**src/rtl/program_loader.sv**
```systemverilog
// Byte-stream program loader: assembles 24-bit instructions (MSB first) into instruction memory
// while holding the CPU. Optional trailing XOR checksum enabled by `define PROGLOAD_CHECKSUM_EN.
module program_loader #(
  parameter int ADDR_W = 5
) (
  input  logic              CLK,
  input  logic              reset,
  input  logic              load_start,
  input  logic              byte_valid,
  input  logic [7:0]        byte_data,
  output logic              byte_ready,
  output logic              im_we,
  output logic [ADDR_W-1:0] im_addr,
  output logic [23:0]       im_wdata,
  output logic              cpu_hold,
  output logic              load_done,
  output logic              load_error
);

  localparam logic [2:0] S_IDLE  = 3'd0;
  localparam logic [2:0] S_COUNT = 3'd1;
  localparam logic [2:0] S_DATA  = 3'd2;
  localparam logic [2:0] S_WRITE = 3'd3;
  localparam logic [2:0] S_DONE  = 3'd5;
  localparam logic [2:0] S_ERROR = 3'd6;
`ifdef PROGLOAD_CHECKSUM_EN
  localparam logic [2:0] S_CHECK = 3'd4;
  localparam logic [2:0] S_END   = S_CHECK;
`else
  localparam logic [2:0] S_END   = S_DONE;
`endif

  // Largest legal instruction count; the count byte is compared as 9 bits so 2**ADDR_W fits.
  localparam logic [8:0] DEPTH = 9'(1 << ADDR_W);

  logic [2:0]        state;
  logic [1:0]        byte_idx;
  logic [15:0]       shift;
  logic [ADDR_W:0]   count_n;
  logic              accept;
  logic              last_instr;
`ifdef PROGLOAD_CHECKSUM_EN
  logic [7:0]        csum;
`endif

  assign accept     = byte_valid & byte_ready;
  assign last_instr = ({1'b0, im_addr} == (count_n - (ADDR_W+1)'(1)));

  always_ff @(posedge CLK or posedge reset) begin
    if (reset) begin
      state    <= S_IDLE;
      byte_idx <= 2'd0;
      shift    <= 16'd0;
      count_n  <= '0;
      im_addr  <= '0;
      im_wdata <= 24'd0;
`ifdef PROGLOAD_CHECKSUM_EN
      csum     <= 8'd0;
`endif
    end else begin
      case (state)
        S_IDLE: begin
          if (load_start) state <= S_COUNT;
        end
        S_COUNT: begin
          if (accept) begin
`ifdef PROGLOAD_CHECKSUM_EN
            csum <= byte_data;
`endif
            count_n <= byte_data[ADDR_W:0];
            if ({1'b0, byte_data} > DEPTH) begin
              state <= S_ERROR;
            end else if (byte_data == 8'd0) begin
              state <= S_END;
            end else begin
              state    <= S_DATA;
              byte_idx <= 2'd0;
              im_addr  <= '0;
            end
          end
        end
        S_DATA: begin
          if (accept) begin
`ifdef PROGLOAD_CHECKSUM_EN
            csum <= csum ^ byte_data;
`endif
            // The word register only changes on entry to WRITE, so it stays stable between writes.
            if (byte_idx == 2'd2) begin
              im_wdata <= {shift, byte_data};
              byte_idx <= 2'd0;
              state    <= S_WRITE;
            end else begin
              shift    <= {shift[7:0], byte_data};
              byte_idx <= byte_idx + 2'd1;
            end
          end
        end
        S_WRITE: begin
          if (last_instr) begin
            state <= S_END;
          end else begin
            im_addr  <= im_addr + ADDR_W'(1);
            byte_idx <= 2'd0;
            state    <= S_DATA;
          end
        end
`ifdef PROGLOAD_CHECKSUM_EN
        S_CHECK: begin
          if (accept) state <= (byte_data == csum) ? S_DONE : S_ERROR;
        end
`endif
        S_DONE: begin
          state <= S_IDLE;
        end
        S_ERROR: begin
          if (load_start) state <= S_COUNT;
        end
        default: state <= S_IDLE;
      endcase
    end
  end

  // All handshake/status outputs decode directly from state, so an async reset clears them at once.
`ifdef PROGLOAD_CHECKSUM_EN
  assign byte_ready = (state == S_COUNT) | (state == S_DATA) | (state == S_CHECK);
`else
  assign byte_ready = (state == S_COUNT) | (state == S_DATA);
`endif
  assign im_we      = (state == S_WRITE);
  assign cpu_hold   = (state != S_IDLE);
  assign load_done  = (state == S_DONE);
  assign load_error = (state == S_ERROR);

endmodule
```
**config.mk**
```make
export PLATFORM = sky130hd
export DESIGN_NAME = program_loader
export DESIGN_NICKNAME = d
export VERILOG_FILES = /design/src/rtl/program_loader.sv
export SDC_FILE = /design/constraint.sdc
export NUM_CORES = 1
export LEC_CHECK = 0
export CAP_MARGIN = 30
export CORE_AREA = 2 2 75 77
export CTS_CLUSTER_SIZE = 16
export DETAILED_ROUTE_END_ITERATION = 10
export DIE_AREA = 0 0 77 79
export PLACE_DENSITY = 0.76
export SLEW_MARGIN = 5
export SYNTH_ARGS = -nofsm -noshare
export SYNTH_HDL_FRONTEND = slang
export SYNTH_SLANG_ARGS = --single-unit
```
**constraint.sdc**
```tcl
create_clock -name CLK -period 2.9 [get_ports CLK]
set_clock_uncertainty 0.1 [all_clocks]
set_input_delay 0.435 -clock CLK [delete_from_list [all_inputs] [get_ports CLK]]
set_output_delay 0.435 -clock CLK [all_outputs]
set_load 0.01 [all_outputs]
```
==> flow_summary.ini, run 1 <==
[place]
post_dp_cell_area_um2 = 3170
place.gp.congestion = 0.777
portBuffers = 45
hpwlAfterDp_um = 3820

[grt]
grt_usage_pct = 18.1
grt_pass1_wl_um = 8800
antenna_found_initial = 0
grt_pass1_vias = 1833
grt_overflow = 0
grt_max_degree = 30

[routing]
drc = 0
dr.first_iter.drc_count = 106
drt_first_pass_iters = 4
ant_nets = 0
wl_um = 5170
routedWlPerCell_um = 15.3
viasPerCell = 5.49
routed-via-count = 1854

[layout]
layout.nets = 279
mostFrequentLayoutCells = 56 x dfrtp_1, 45 x clkdlybuf4s50_1, 44 x mux2_2
fillers = 459
area_growth_pct = 24.5
insertedDiodeCount = 0
final_util_pct = 61.6
multi_input_area_um2 = 1160
fin_area_um2 = 3290
drive_gt1_share_pct = 23.3
seqCellArea_um2 = 1400
layout_commonest_cell = dfrtp_1

[sta]
relSlewSlack_pct = 59.6
setup_viol = 0
min_period_over_period_pct = 88.1
timing.setup.tns_ns = 0
worstMarginPinSlew_ns = 0.605
slew_violations = 0
finalCriticalPeriod_ns = 2.55
max_freq_ghz = 0.391
hold_viol_final = 0
rsz0062_at_grt = no

[clock_network]
postCtsSetupBuffers = 0
clk_pin_slew_worst_paths_ns = 0.10
cts_max_path_buffers = 2
clock_latency_ns = 0.30
cts_hold_buf = 0
ctsResizeCount = 0
cts_tree = yes
cts_buffers = 5
cts_max_level = 2
cts_sinks = 56
cts_root_buffer = clkbuf_8

[power]
power.leakage_nw = 1.36
switchingPower_w = 0.00120
p_seq_share_pct = 40.8
power.total_w = 0.00353
intPower_w = 0.00232
swShare_pct = 34.1
power_density_nw_per_um2 = 1070
ir_drop_mv = 0.578
clock_power_share_pct = 14.7
p_comb_share_pct = 44.4

[critical_path]
critPathMaxStageDelay_ns = 0.59
cp_slowest_cell = dfrtp_1
cp-start-kind = register
critPathCapture = im_we
worstReg2RegStart = count_n[0]
path_cells = nand2b_1, or2_1, inv_1, clkdlybuf4s50_1
critPathMaxFanout = 14
reg2reg_depth = 5
arrival_ns = 2.02
worstSetupPathType = reg -> out
required_ns = 2.37
crit_path_end_kind = output port
rr_endpoint = im_addr[3]
rrSetupSlack_ns = 0.72
startpoint = state[0]

[floorplanning]
die_x_um = 77
start_util_pct = 49.4
placeableCoreArea_um2 = 5340
fp.dieArea_um2 = 6080
pin_count = 46
die_h_um = 79
rows = 27

[synth]
async_flop_share_pct = 100
synth-main-ff-cell = dfrtp_1
netlist_instances = 217
ys_seq_area_share_pct = 53.1
synth_cell_types = 50
synth_nets = 231
ys_warn_count = 0
ys_ff_latch = 56
synth_edf_count = 0
avgSynthCellArea_um2 = 12.2
syn_area_um2 = 2640

[flow_run]
drv_cap = 0

[outcome]
status = complete, no violations

[worst_hold_path]
hold_path_class = in -> async
## cells by family after synthesis
| family | after synthesis | share of synthesized area, % |
|---|---|---|
| XOR/XNOR | 6 | 1.99 |
| AO/OA/AOI/OAI | 36 | 9.91 |
| adder cells (fa/ha/maj) | 2 | 0.948 |
| multiplexers | 46 | 19.5 |
| flip-flops | 56 | 53.1 |
| AND/OR/NAND/NOR | 53 | 11.6 |
| buffers and inverters | 18 | 2.89 |
## routing by layer
metal	up-vias	track usage (%)	wire length, um
met3	6	3.30	172
met4	0	4.82	58
li1	891	-	-
met5	-	0	0
met2	37	31.7	2630
met1	920	23.3	2310
## layout make-up
class / count / area share [%]
Inverter: 9 / 1.03
Tap cell: 72 / 2.74
Multi-Input combinational cell: 143 / 35.3
Clock buffer: 6 / 2.21
Sequential cell: 56 / 42.7
Clock inverter: 2 / 1.18
Timing Repair Buffer: 50 / 14.9
## state kept, by name, indices dropped and copies added (netlist names)
register	count
byte_idx	2
count_n	6
im_addr	5
im_wdata	24
shift	16
state	3
## through the flow
step	hold WS [ns]	cells	worst slack, ns
6_report	0.408	338	0.345
3_5_place_dp	0.392	330	0.471
5_1_grt	0.425	338	0.248
2_1_floorplan	0.375	217	0.826
4_1_cts	0.415	338	0.358
3_3_place_gp	0.384	330	0.529
## synthesized netlist by cell type, drive strengths merged, types with 2 or more instances
cell type | instances | share of area, %
nand3 | 3 | 0.57
nand4b | 3 | 1.0
and2 | 4 | 0.95
nor3 | 2 | 0.38
ha | 2 | 0.95
a21oi | 4 | 0.76
a31oi | 2 | 0.47
o221ai | 2 | 0.66
buf | 2 | 0.62
nand2b | 3 | 0.71
o21ai | 11 | 2.1
nand2 | 12 | 1.7
nor2 | 7 | 1.0
inv | 9 | 1.3
or3 | 2 | 0.47
clkbuf | 7 | 1.0
o211ai | 2 | 0.57
nor3b | 2 | 0.57
o22ai | 2 | 0.47
and3 | 2 | 0.47
dfrtp | 56 | 53
xor2 | 2 | 0.66
or4 | 2 | 0.71
mux2i | 2 | 0.76
xnor2 | 4 | 1.3
mux2 | 44 | 19
or2 | 3 | 0.71
nor2b | 2 | 0.47
a31o | 2 | 0.66
## how the worst min path moves through the flow
stage | from | end | depth (start not counted)
after floorplan | shift[8] | im_wdata[16] | 1
after CTS | im_wdata[22] | im_wdata[22] | 1
final | reset | byte_idx[1] | 2
after global routing | shift[8] | im_wdata[16] | 1
after detailed placement | im_wdata[22] | im_wdata[22] | 1
after global placement | shift[8] | im_wdata[16] | 1
## critical path, delay by kind of cell, from the launching register on
kind | cells | cell delay (ns)
flops | 1 | 0.59
buf+inv | 2 | 0.66
simple gates | 2 | 0.47
## power by group through the flow
stage                     clock network (W)  logic [W]  registers [W]
final                              0.000520    0.00157        0.00144
after global routing               0.000557    0.00170        0.00150
after CTS                          0.000525    0.00158        0.00145
after detailed placement                  0    0.00157        0.00146
after global placement                    0    0.00153        0.00144
after floorplan                           0   0.000904        0.00147
(Power assumes the default switching activity.)
==> run 2: changes to the inputs <==
--- a/config.mk
+++ b/config.mk
@@ -7,7 +7,6 @@
 export LEC_CHECK = 0
 export CAP_MARGIN = 30
 export CORE_AREA = 2 2 75 77
-export CTS_CLUSTER_SIZE = 16
 export DETAILED_ROUTE_END_ITERATION = 10
 export DIE_AREA = 0 0 77 79
 export PLACE_DENSITY = 0.76
==> results of run 2 <==
Same layout as run 1: the final DEF is identical, and so are final timing and power.
==> run 3: changes to the inputs <==
--- a/config.mk
+++ b/config.mk
@@ -7,8 +7,10 @@
 export LEC_CHECK = 0
 export CAP_MARGIN = 30
 export CORE_AREA = 2 2 75 77
+export CTS_CLUSTER_DIAMETER = 200
 export DETAILED_ROUTE_END_ITERATION = 10
 export DIE_AREA = 0 0 77 79
+export GPL_TIMING_DRIVEN = 0
 export PLACE_DENSITY = 0.76
 export SLEW_MARGIN = 5
 export SYNTH_ARGS = -nofsm -noshare
==> run 3 against run 2 <==
  * Combinational power is essentially flat
  * Critical path type unchanged
  * Critical path depth is the same
  * Clock power shrank 17%
  * Maximum frequency shrank 0.12%
  * Worst setup slack lost 0.0030 ns
  * Non-clock buffer count grew 5
  * First-iteration DRC count shrank 11%
  * Flip-flop and latch count is the same
  * Global-route usage grew 0.64 points
  * Largest cell class unchanged
  * Hold slack lost 0.077 ns
  * Sequential power is essentially flat
  * Via count grew 1.4%
==> flow_summary.ini, run 3 (synthesized netlist as in run 1, its figures left out) <==
[outcome]
status = complete, no violations

[floorplanning]
fp.dieArea_um2 = 6080
rows = 27
die_h_um = 79
start_util_pct = 49.4
die_x_um = 77
pin_count = 46
placeableCoreArea_um2 = 5340

[grt]
grt_max_degree = 40
grt_overflow = 0
grt_pass1_vias = 1913
grt_pass1_wl_um = 9160
grt_usage_pct = 18.7
antenna_found_initial = 0

[clock_network]
clk_pin_slew_worst_paths_ns = 0.10
ctsResizeCount = 0
postCtsSetupBuffers = 0
cts_root_buffer = clkbuf_8
cts_max_level = 2
cts_buffers = 5
cts_hold_buf = 0
cts_tree = yes
cts_max_path_buffers = 2
cts_sinks = 56
clock_latency_ns = 0.31

[critical_path]
path_cells = clkbuf_1, xor2_1, nor2b_1, clkdlybuf4s50_1
crit_path_end_kind = output port
critPathMaxStageDelay_ns = 0.54
arrival_ns = 2.02
critPathMaxFanout = 10
cp_slowest_cell = clkdlybuf4s50_1
rrSetupSlack_ns = 0.62
required_ns = 2.37
cp_top_family = buffers and inverters
worstSetupPathType = reg -> out
cp-start-kind = register
crit_buf_inv = 2

[layout]
fillers = 476
drive_gt1_share_pct = 22.5
area_growth_pct = 24.7
regMostFlops = im_wdata
layout_commonest_cell = dfrtp_1
mostFrequentLayoutCells = 56 x dfrtp_1, 45 x clkdlybuf4s50_1, 44 x mux2_2
reg_top3 = im_wdata (24), shift (16), count_n (6)
layout.nets = 284
insertedDiodeCount = 0
largest_reg_flops = 24

[sta]
slew_violations = 0
hold_viol_final = 0
setup_viol = 0
setup_ws_ns = 0.342
relSlewSlack_pct = 53.7
timing.setup.tns_ns = 0
max_freq_ghz = 0.391
worstMarginPinSlew_ns = 0.694
rsz0062_at_grt = no
finalCriticalPeriod_ns = 2.56
min_period_over_period_pct = 88.2

[routing]
routedWlPerCell_um = 15.5
wl_um = 5320
ant_nets = 0
routed-via-count = 1880
drc = 0
drt_first_pass_iters = 4
dr.first_iter.drc_count = 94
viasPerCell = 5.48

[power]
power_density_nw_per_um2 = 1050
power.leakage_nw = 1.35
ir_drop_mv = 0.596

[worst_hold_path]
hold_path_class = in -> async

[flow_run]
drv_cap = 0

[place]
portBuffers = 45
hpwlAfterDp_um = 3890
preCtsSetupSlack_ns = 0.115
place.gp.congestion = 0.782
==> run 3: area by class of cell <==
| type | instances | area, um^2 | share of cell area (%) |
|---|---|---|---|
| Clock inverter | 3 | 21.3 | 0.647 |
| Timing Repair Buffer | 46 | 470 | 14.3 |
| Sequential cell | 56 | 1400 | 42.6 |
| Multi-Input combinational cell | 143 | 1160 | 35.3 |
| Tap cell | 72 | 90.1 | 2.74 |
| Buffer | 9 | 42.5 | 1.29 |
| Clock buffer | 5 | 68.8 | 2.09 |
| Inverter | 9 | 33.8 | 1.03 |
==> run 3: worst paths after layout <==
check / start / endpoint / depth (start not counted)
max in group asynchronous: reset / im_wdata[12] / 3
min in group CLK: shift[9] / im_wdata[17] / 1
hold reg to reg: shift[9] / im_wdata[17] / 1
hold / removal: reset / state[1] / 2
setup / recovery: state[1] / byte_ready / 4
setup reg to reg: state[2] / im_wdata[16] / 5
==> run 3: per-layer routing <==
layer	global-route usage, %	wire length [um]
met1	24.2	2480
met2	33.1	2640
met3	3.41	158
met4	4.29	39
met5	0	0
==> run 3: worst register-to-register path: stages (launching register included) <==
cell and delay (ns):
dfrtp_1 0.39, buf_2 0.17, nor4b_1 0.47, nand2_1 0.29, clkbuf_1 0.39, mux2_2 0.38
==> run 3: through the flow <==
step	utilization [%]	instances	hold WS, ns	total power, W	area [um^2]
after global placement	59.6	334	0.385	0.00298	3180
after detailed placement	59.9	335	0.386	0.00304	3200
final	61.6	343	0.331	0.00346	3290
after floorplan	-	217	0.375	0.00237	2640
after global routing	61.6	343	0.358	0.00371	3290
after CTS	61.6	343	0.342	0.00348	3290
==> run 3: power by group <==
part	switching, W	internal, W
Combinational	0.000687	0.000917
Clock	0.000261	0.000172
Sequential	0.000265	0.00115
